`src/rtl/net_seq_pkg.sv`:
```
// Shared definitions for network sequencers: state encoding and
// layer-index width helper.
package net_seq_pkg;

    typedef enum logic [2:0] {
        S_IDLE,
        S_SHIFT,
        S_START,
        S_RUN,
        S_LATCH
    } seq_state_e;

    // Width of a layer index; never narrower than one bit.
    function automatic int sel_width(input int n);
        return (n < 2) ? 1 : $clog2(n);
    endfunction

endpackage

```
`src/rtl/sync_edge_detect.sv`:
```
// Two-flop synchroniser followed by a registered rising-edge pulse.
// Suitable for any slow asynchronous level (sample clocks, jack/gate inputs).
module sync_edge_detect (
    input  logic clk,
    input  logic rst,
    input  logic din,
    output logic pulse
);

    logic meta_q, meta_d;
    logic sync_q, sync_d;
    logic prev_q, prev_d;
    logic pulse_q, pulse_d;

    // Next-state: shift the level through the synchroniser and flag a 0->1 step.
    always_comb begin
        meta_d  = din;
        sync_d  = meta_q;
        prev_d  = sync_q;
        pulse_d = sync_q & ~prev_q;
    end

    // Register stage with synchronous reset.
    always_ff @(posedge clk) begin
        if (rst) begin
            meta_q  <= 1'b0;
            sync_q  <= 1'b0;
            prev_q  <= 1'b0;
            pulse_q <= 1'b0;
        end else begin
            meta_q  <= meta_d;
            sync_q  <= sync_d;
            prev_q  <= prev_d;
            pulse_q <= pulse_d;
        end
    end

    assign pulse = pulse_q;

endmodule

```
`src/rtl/layer_sequencer.sv`:
```
// Runs one inference pass per sample edge: shift the input buffer, then
// reset and await each conv layer in turn, then strobe the output latch.
//
// state   | meaning
// --------+----------------------------------------------------------
// S_IDLE  | waiting for a sample tick
// S_SHIFT | advancing the left-shift buffer, layer index cleared
// S_START | one-cycle reset pulse to layer k, timeout counter cleared
// S_RUN   | waiting for layer k done (first cycle ignored: stale out_v)
// S_LATCH | output-latch strobe for the last layer
module layer_sequencer
    import net_seq_pkg::*;
#(
    parameter int NUM_LAYERS = 4,
    parameter int TIMEOUT    = 1023
) (
    input  logic                                clk,
    input  logic                                rst,
    input  logic                                sample_clk,
    input  logic [NUM_LAYERS-1:0]               layer_done,
    input  logic                                clr_err,
    output logic                                lsb_shift,
    output logic [NUM_LAYERS-1:0]               layer_rst,
    output logic [sel_width(NUM_LAYERS)-1:0]    layer_sel,
    output logic                                out_latch,
    output logic                                busy,
    output logic                                overrun,
    output logic                                timeout_err
);

    localparam int SW = sel_width(NUM_LAYERS);
    localparam int CW = (TIMEOUT < 1) ? 1 : $clog2(TIMEOUT + 1);
    localparam logic [SW-1:0]         LAST_K   = SW'(NUM_LAYERS - 1);
    localparam logic [CW-1:0]         CNT_MAX  = CW'(TIMEOUT);
    localparam logic [NUM_LAYERS-1:0] ONE_HOT0 = NUM_LAYERS'(1);

    seq_state_e             state_q, state_d;
    logic [SW-1:0]          k_q, k_d;
    logic [CW-1:0]          cnt_q, cnt_d;
    logic                   first_q, first_d;
    logic                   lsb_q, lsb_d;
    logic [NUM_LAYERS-1:0]  lrst_q, lrst_d;
    logic [SW-1:0]          sel_q, sel_d;
    logic                   latch_q, latch_d;
    logic                   busy_q, busy_d;
    logic                   ovr_q, ovr_d;
    logic                   to_q, to_d;
    logic                   tick;
    logic                   ovr_set, to_set;

    sync_edge_detect u_sample_edge (
        .clk   (clk),
        .rst   (rst),
        .din   (sample_clk),
        .pulse (tick)
    );

    // Next-state and registered-output decode; a tick outside IDLE always restarts the pass.
    always_comb begin
        state_d = state_q;
        k_d     = k_q;
        cnt_d   = cnt_q;
        first_d = 1'b0;
        ovr_set = 1'b0;
        to_set  = 1'b0;

        case (state_q)
            S_IDLE: begin
                if (tick) state_d = S_SHIFT;
            end
            S_SHIFT: begin
                k_d     = '0;
                state_d = S_START;
            end
            S_START: begin
                cnt_d   = '0;
                first_d = 1'b1;
                state_d = S_RUN;
            end
            S_RUN: begin
                if (!first_q) begin
                    if (layer_done[k_q]) begin
                        if (k_q == LAST_K) begin
                            state_d = S_LATCH;
                        end else begin
                            k_d     = k_q + SW'(1);
                            state_d = S_START;
                        end
                    end else if (cnt_q == CNT_MAX) begin
                        to_set  = 1'b1;
                        state_d = S_IDLE;
                    end else if (cnt_q != '1) begin
                        cnt_d = cnt_q + CW'(1);
                    end
                end
            end
            S_LATCH: begin
                state_d = S_IDLE;
            end
            default: begin
                state_d = S_IDLE;
            end
        endcase

        if (tick && (state_q != S_IDLE)) begin
            state_d = S_SHIFT;
            ovr_set = 1'b1;
            to_set  = 1'b0;
        end

        lsb_d   = (state_d == S_SHIFT);
        lrst_d  = (state_d == S_START) ? (ONE_HOT0 << k_d) : '0;
        sel_d   = ((state_d == S_START) || (state_d == S_RUN)) ? k_d : sel_q;
        latch_d = (state_d == S_LATCH);
        busy_d  = (state_d != S_IDLE);
        ovr_d   = ovr_set | (ovr_q & ~clr_err);
        to_d    = to_set | (to_q & ~clr_err);
    end

    // State, index, counter and output registers.
    always_ff @(posedge clk) begin
        if (rst) begin
            state_q <= S_IDLE;
            k_q     <= '0;
            cnt_q   <= '0;
            first_q <= 1'b0;
            lsb_q   <= 1'b0;
            lrst_q  <= '0;
            sel_q   <= '0;
            latch_q <= 1'b0;
            busy_q  <= 1'b0;
            ovr_q   <= 1'b0;
            to_q    <= 1'b0;
        end else begin
            state_q <= state_d;
            k_q     <= k_d;
            cnt_q   <= cnt_d;
            first_q <= first_d;
            lsb_q   <= lsb_d;
            lrst_q  <= lrst_d;
            sel_q   <= sel_d;
            latch_q <= latch_d;
            busy_q  <= busy_d;
            ovr_q   <= ovr_d;
            to_q    <= to_d;
        end
    end

    assign lsb_shift   = lsb_q;
    assign layer_rst   = lrst_q;
    assign layer_sel   = sel_q;
    assign out_latch   = latch_q;
    assign busy        = busy_q;
    assign overrun     = ovr_q;
    assign timeout_err = to_q;

endmodule

```
`config.mk`:
```
export PLATFORM = sky130hd
export DESIGN_NAME = layer_sequencer
export DESIGN_NICKNAME = d
export VERILOG_FILES = /design/src/rtl/net_seq_pkg.sv /design/src/rtl/sync_edge_detect.sv /design/src/rtl/layer_sequencer.sv
export SDC_FILE = /design/constraint.sdc
export NUM_CORES = 1
export LEC_CHECK = 0
export CORE_MARGIN = 5
export CORE_UTILIZATION = 49
export DETAILED_ROUTE_END_ITERATION = 8
export PLACE_DENSITY = 0.71
export SYNTH_ARGS = -nofsm -noshare
export SYNTH_HDL_FRONTEND = slang
export SYNTH_SLANG_ARGS = --single-unit
```
`constraint.sdc`:
```
create_clock -name clk -period 2.2 [get_ports clk]
set_input_delay 0.55 -clock clk [delete_from_list [all_inputs] [get_ports clk]]
set_output_delay 0.55 -clock clk [all_outputs]
set_load 0.005 [all_outputs]
```
==> results_dict.tcl <==
set metrics [dict create \
    die_w_um 61.3 \
    max_slew.worst_pin.slew_ns 0.649 \
    clock_skew_ns 0.00642 \
    via_count 1112 \
    cts.sinks 31 \
    ios 19 \
    die_y_um 61.3 \
    p_leak_nw 0.616 \
    grt_max_degree 12 \
    dieArea_mm2 0.00376 \
    final_cell_area_mm2 0.00166 \
    core-area_mm2 0.00250 \
    grt_pass1_wl_um 4510 \
    final_common_cell "dfxtp_1" \
    max-cap-violations 0 \
    syn_avg_cell_area_um2 9.43 \
    gr-total-overflow 0 \
    layout-drive-gt1-share_pct 14.6 \
    antenna_found_initial 0 \
    finalWirelength_um 2580 \
    syn_area_mm2 0.00129 \
    area_growth_pct 28.4 \
    cts_buffers 5 \
    power.total_uw 968 \
    ant_nets 0 \
    holdBufCountCts 0 \
    yosys_warnings 0 \
    fillers 215 \
    syn_nets 146 \
    syn_inst 137 \
    fin_ws_ns 0.0475 \
    period_needed_ns 2.15 \
    place_area_mm2 0.00157 \
    hold_viol 0 \
    yosys_register_bits 31 \
    crit_type "in2reg" \
    multi_input_area_um2 667 \
    first_pass_iters 4 \
    synth_cell_types 38 \
    relSlewSlack_pct 56.6 \
    gp_congestion 0.806 \
    slew_viol_final 0 \
    synth-edff-count 0 \
    placed_cells 192 \
    rows 18 \
    clk_latency_ns 0.33 \
    power_density_mw_per_mm2 584 \
    drcViolationCount 0 \
    grt_pass1_vias 1107 \
    hold_class "reg2reg" \
    async_flop_share_pct 0 \
    htree_levels 2 \
    period_share_pct 97.8 \
    status "finished, final reports clean" \
    rsz0062_at_grt "no" \
    cp-start-kind "input port" \
    ir_drop_mv 0.583 \
    hpwl_um 2020 \
    seqCellArea_um2 621 \
    cts_tree "built" \
    diodes 0 \
    most-common-layout-cells "dfxtp_1, nor2_1, clkdlybuf4s50_1" \
    place_ws_ns -0.376 \
    initial_core_util_pct 51.7 \
    synth_top_flop_cell "dfxtp_1" \
    yosysSeqAreaShare_pct 48.1 \
    clockBufferDepth 2 \
    critPathRequiredTime_ns 2.39 \
    io_buffers 18 \
    worstPathArrival_ns 2.35 \
    viasPerCell 5.53 \
    critPathCaptureType "flip-flop" \
    critPathMaxFanout 3 \
    setup-violations-final 0 \
    cts_root_buffer "clkbuf_4" \
    nets 179 \
    post_drt_wl_per_cell_um 12.9 \
    clkTransAtPathRegs_ns 0.10 \
    drt_iter0_markers 38 \
    grt_use_total_pct 16.3 \
    instances_no_fill 201 \
    fmax_ghz 0.465 \
]
==> flip-flops by register name, summed over array words and instances (netlist names), 2 cells and up <==
register / cells
cnt_q: 10
layer_rst: 4
state_q: 3
k_q: 2
layer_sel: 2
==> Yosys cell counts (2+ instances only) <==
master | count | area, um^2
dfxtp_1 | 31 | 621
nor2_1 | 22 | 82.6
xor2_1 | 8 | 70.1
nand3_1 | 7 | 35.0
nor3_1 | 6 | 30.0
nor4_1 | 6 | 37.5
nand2_1 | 5 | 18.8
nor2b_1 | 5 | 31.3
a21oi_1 | 4 | 20.0
inv_1 | 4 | 15.0
nand4_1 | 4 | 25.0
and4_1 | 3 | 26.3
and3_1 | 2 | 12.5
clkbuf_1 | 2 | 7.51
mux2i_1 | 2 | 20.0
nand2b_1 | 2 | 12.5
nor3b_1 | 2 | 15.0
o21ai_0 | 2 | 10.0
==> cell families (layout without fill, tap and decap cells) <==
group	Yosys count	in the layout	synth area share, %
AOI/OAI and AO/OA	17	17	10.8
xor gates and xnor gates	9	9	6.10
adders and majority gates	1	1	0.969
buffers and inverters	7	41	2.03
DFF	31	31	48.1
muxes	3	3	3.29
and+or+nand+nor	69	69	28.8
==> path summary, 6_finish.rpt <==
check / startpoint / to / slack, ns / cells after the start
worst min register to register: u_sample_edge.prev_q$_SDFF_PP0_ / u_sample_edge.pulse$_SDFF_PP0_ / 0.39 / 1
worst max register to register: k_q[0]$_SDFF_PP0_ / cnt_q[7]$_SDFFE_PP0P_ / 0.19 / 5
worst max-delay path: layer_done[2] / cnt_q[7]$_SDFFE_PP0P_ / 0.05 / 6
worst min-delay path: u_sample_edge.prev_q$_SDFF_PP0_ / u_sample_edge.pulse$_SDFF_PP0_ / 0.39 / 1
==> layout make-up <==
class | count | share of cell area, %
inverter | 4 | 0.906
sequential | 31 | 37.4
clock buffer | 5 | 2.26
timing repair buffer | 29 | 15.7
clock inverter | 3 | 1.21
tap | 30 | 2.26
multi-input combinational | 99 | 40.2
==> stage by stage <==
step / setup TNS, ns / hold WS [ns] / utilization (%)
after global placement: -4.73 / 0.374 / 62.9
after detailed placement: -4.97 / 0.384 / 62.9
after global routing: 0 / 0.415 / 66.3
after floorplan: 0 / 0.367 / -
after CTS: 0 / 0.399 / 65.4
final: 0 / 0.395 / 66.3
==> where the power goes <==
group	switching, mW	internal (mW)
Combinational	0.0335	0.0380
Clock	0.200	0.122
Sequential	0.00584	0.568
==> critical path, cell delays in order <==
cell             delay (ns)
clkdlybuf4s50_1        0.40
mux4_2                 0.52
a31o_1                 0.23
or4_4                  0.41
xor2_1                 0.16
nor2_1                 0.06
==> per-layer routing <==
layer	part of all wire (%)	wire, um	track usage, %	vias up
met3	4.6	120	5.24	4
met2	49	1270	25.7	29
met4	0.89	23	9.39	0
met5	0	0	0	-
li1	-	-	-	563
met1	45	1170	19.6	516
==> repair_timing <==
item / 4_1_cts / 5_1_grt
pin swaps: 0 / 1
setup buffers: 1 / 0
resized for setup: 2 / 2
setup endpoints to repair: 2 / 3
Note: power is estimated with default switching activity, not from simulation.
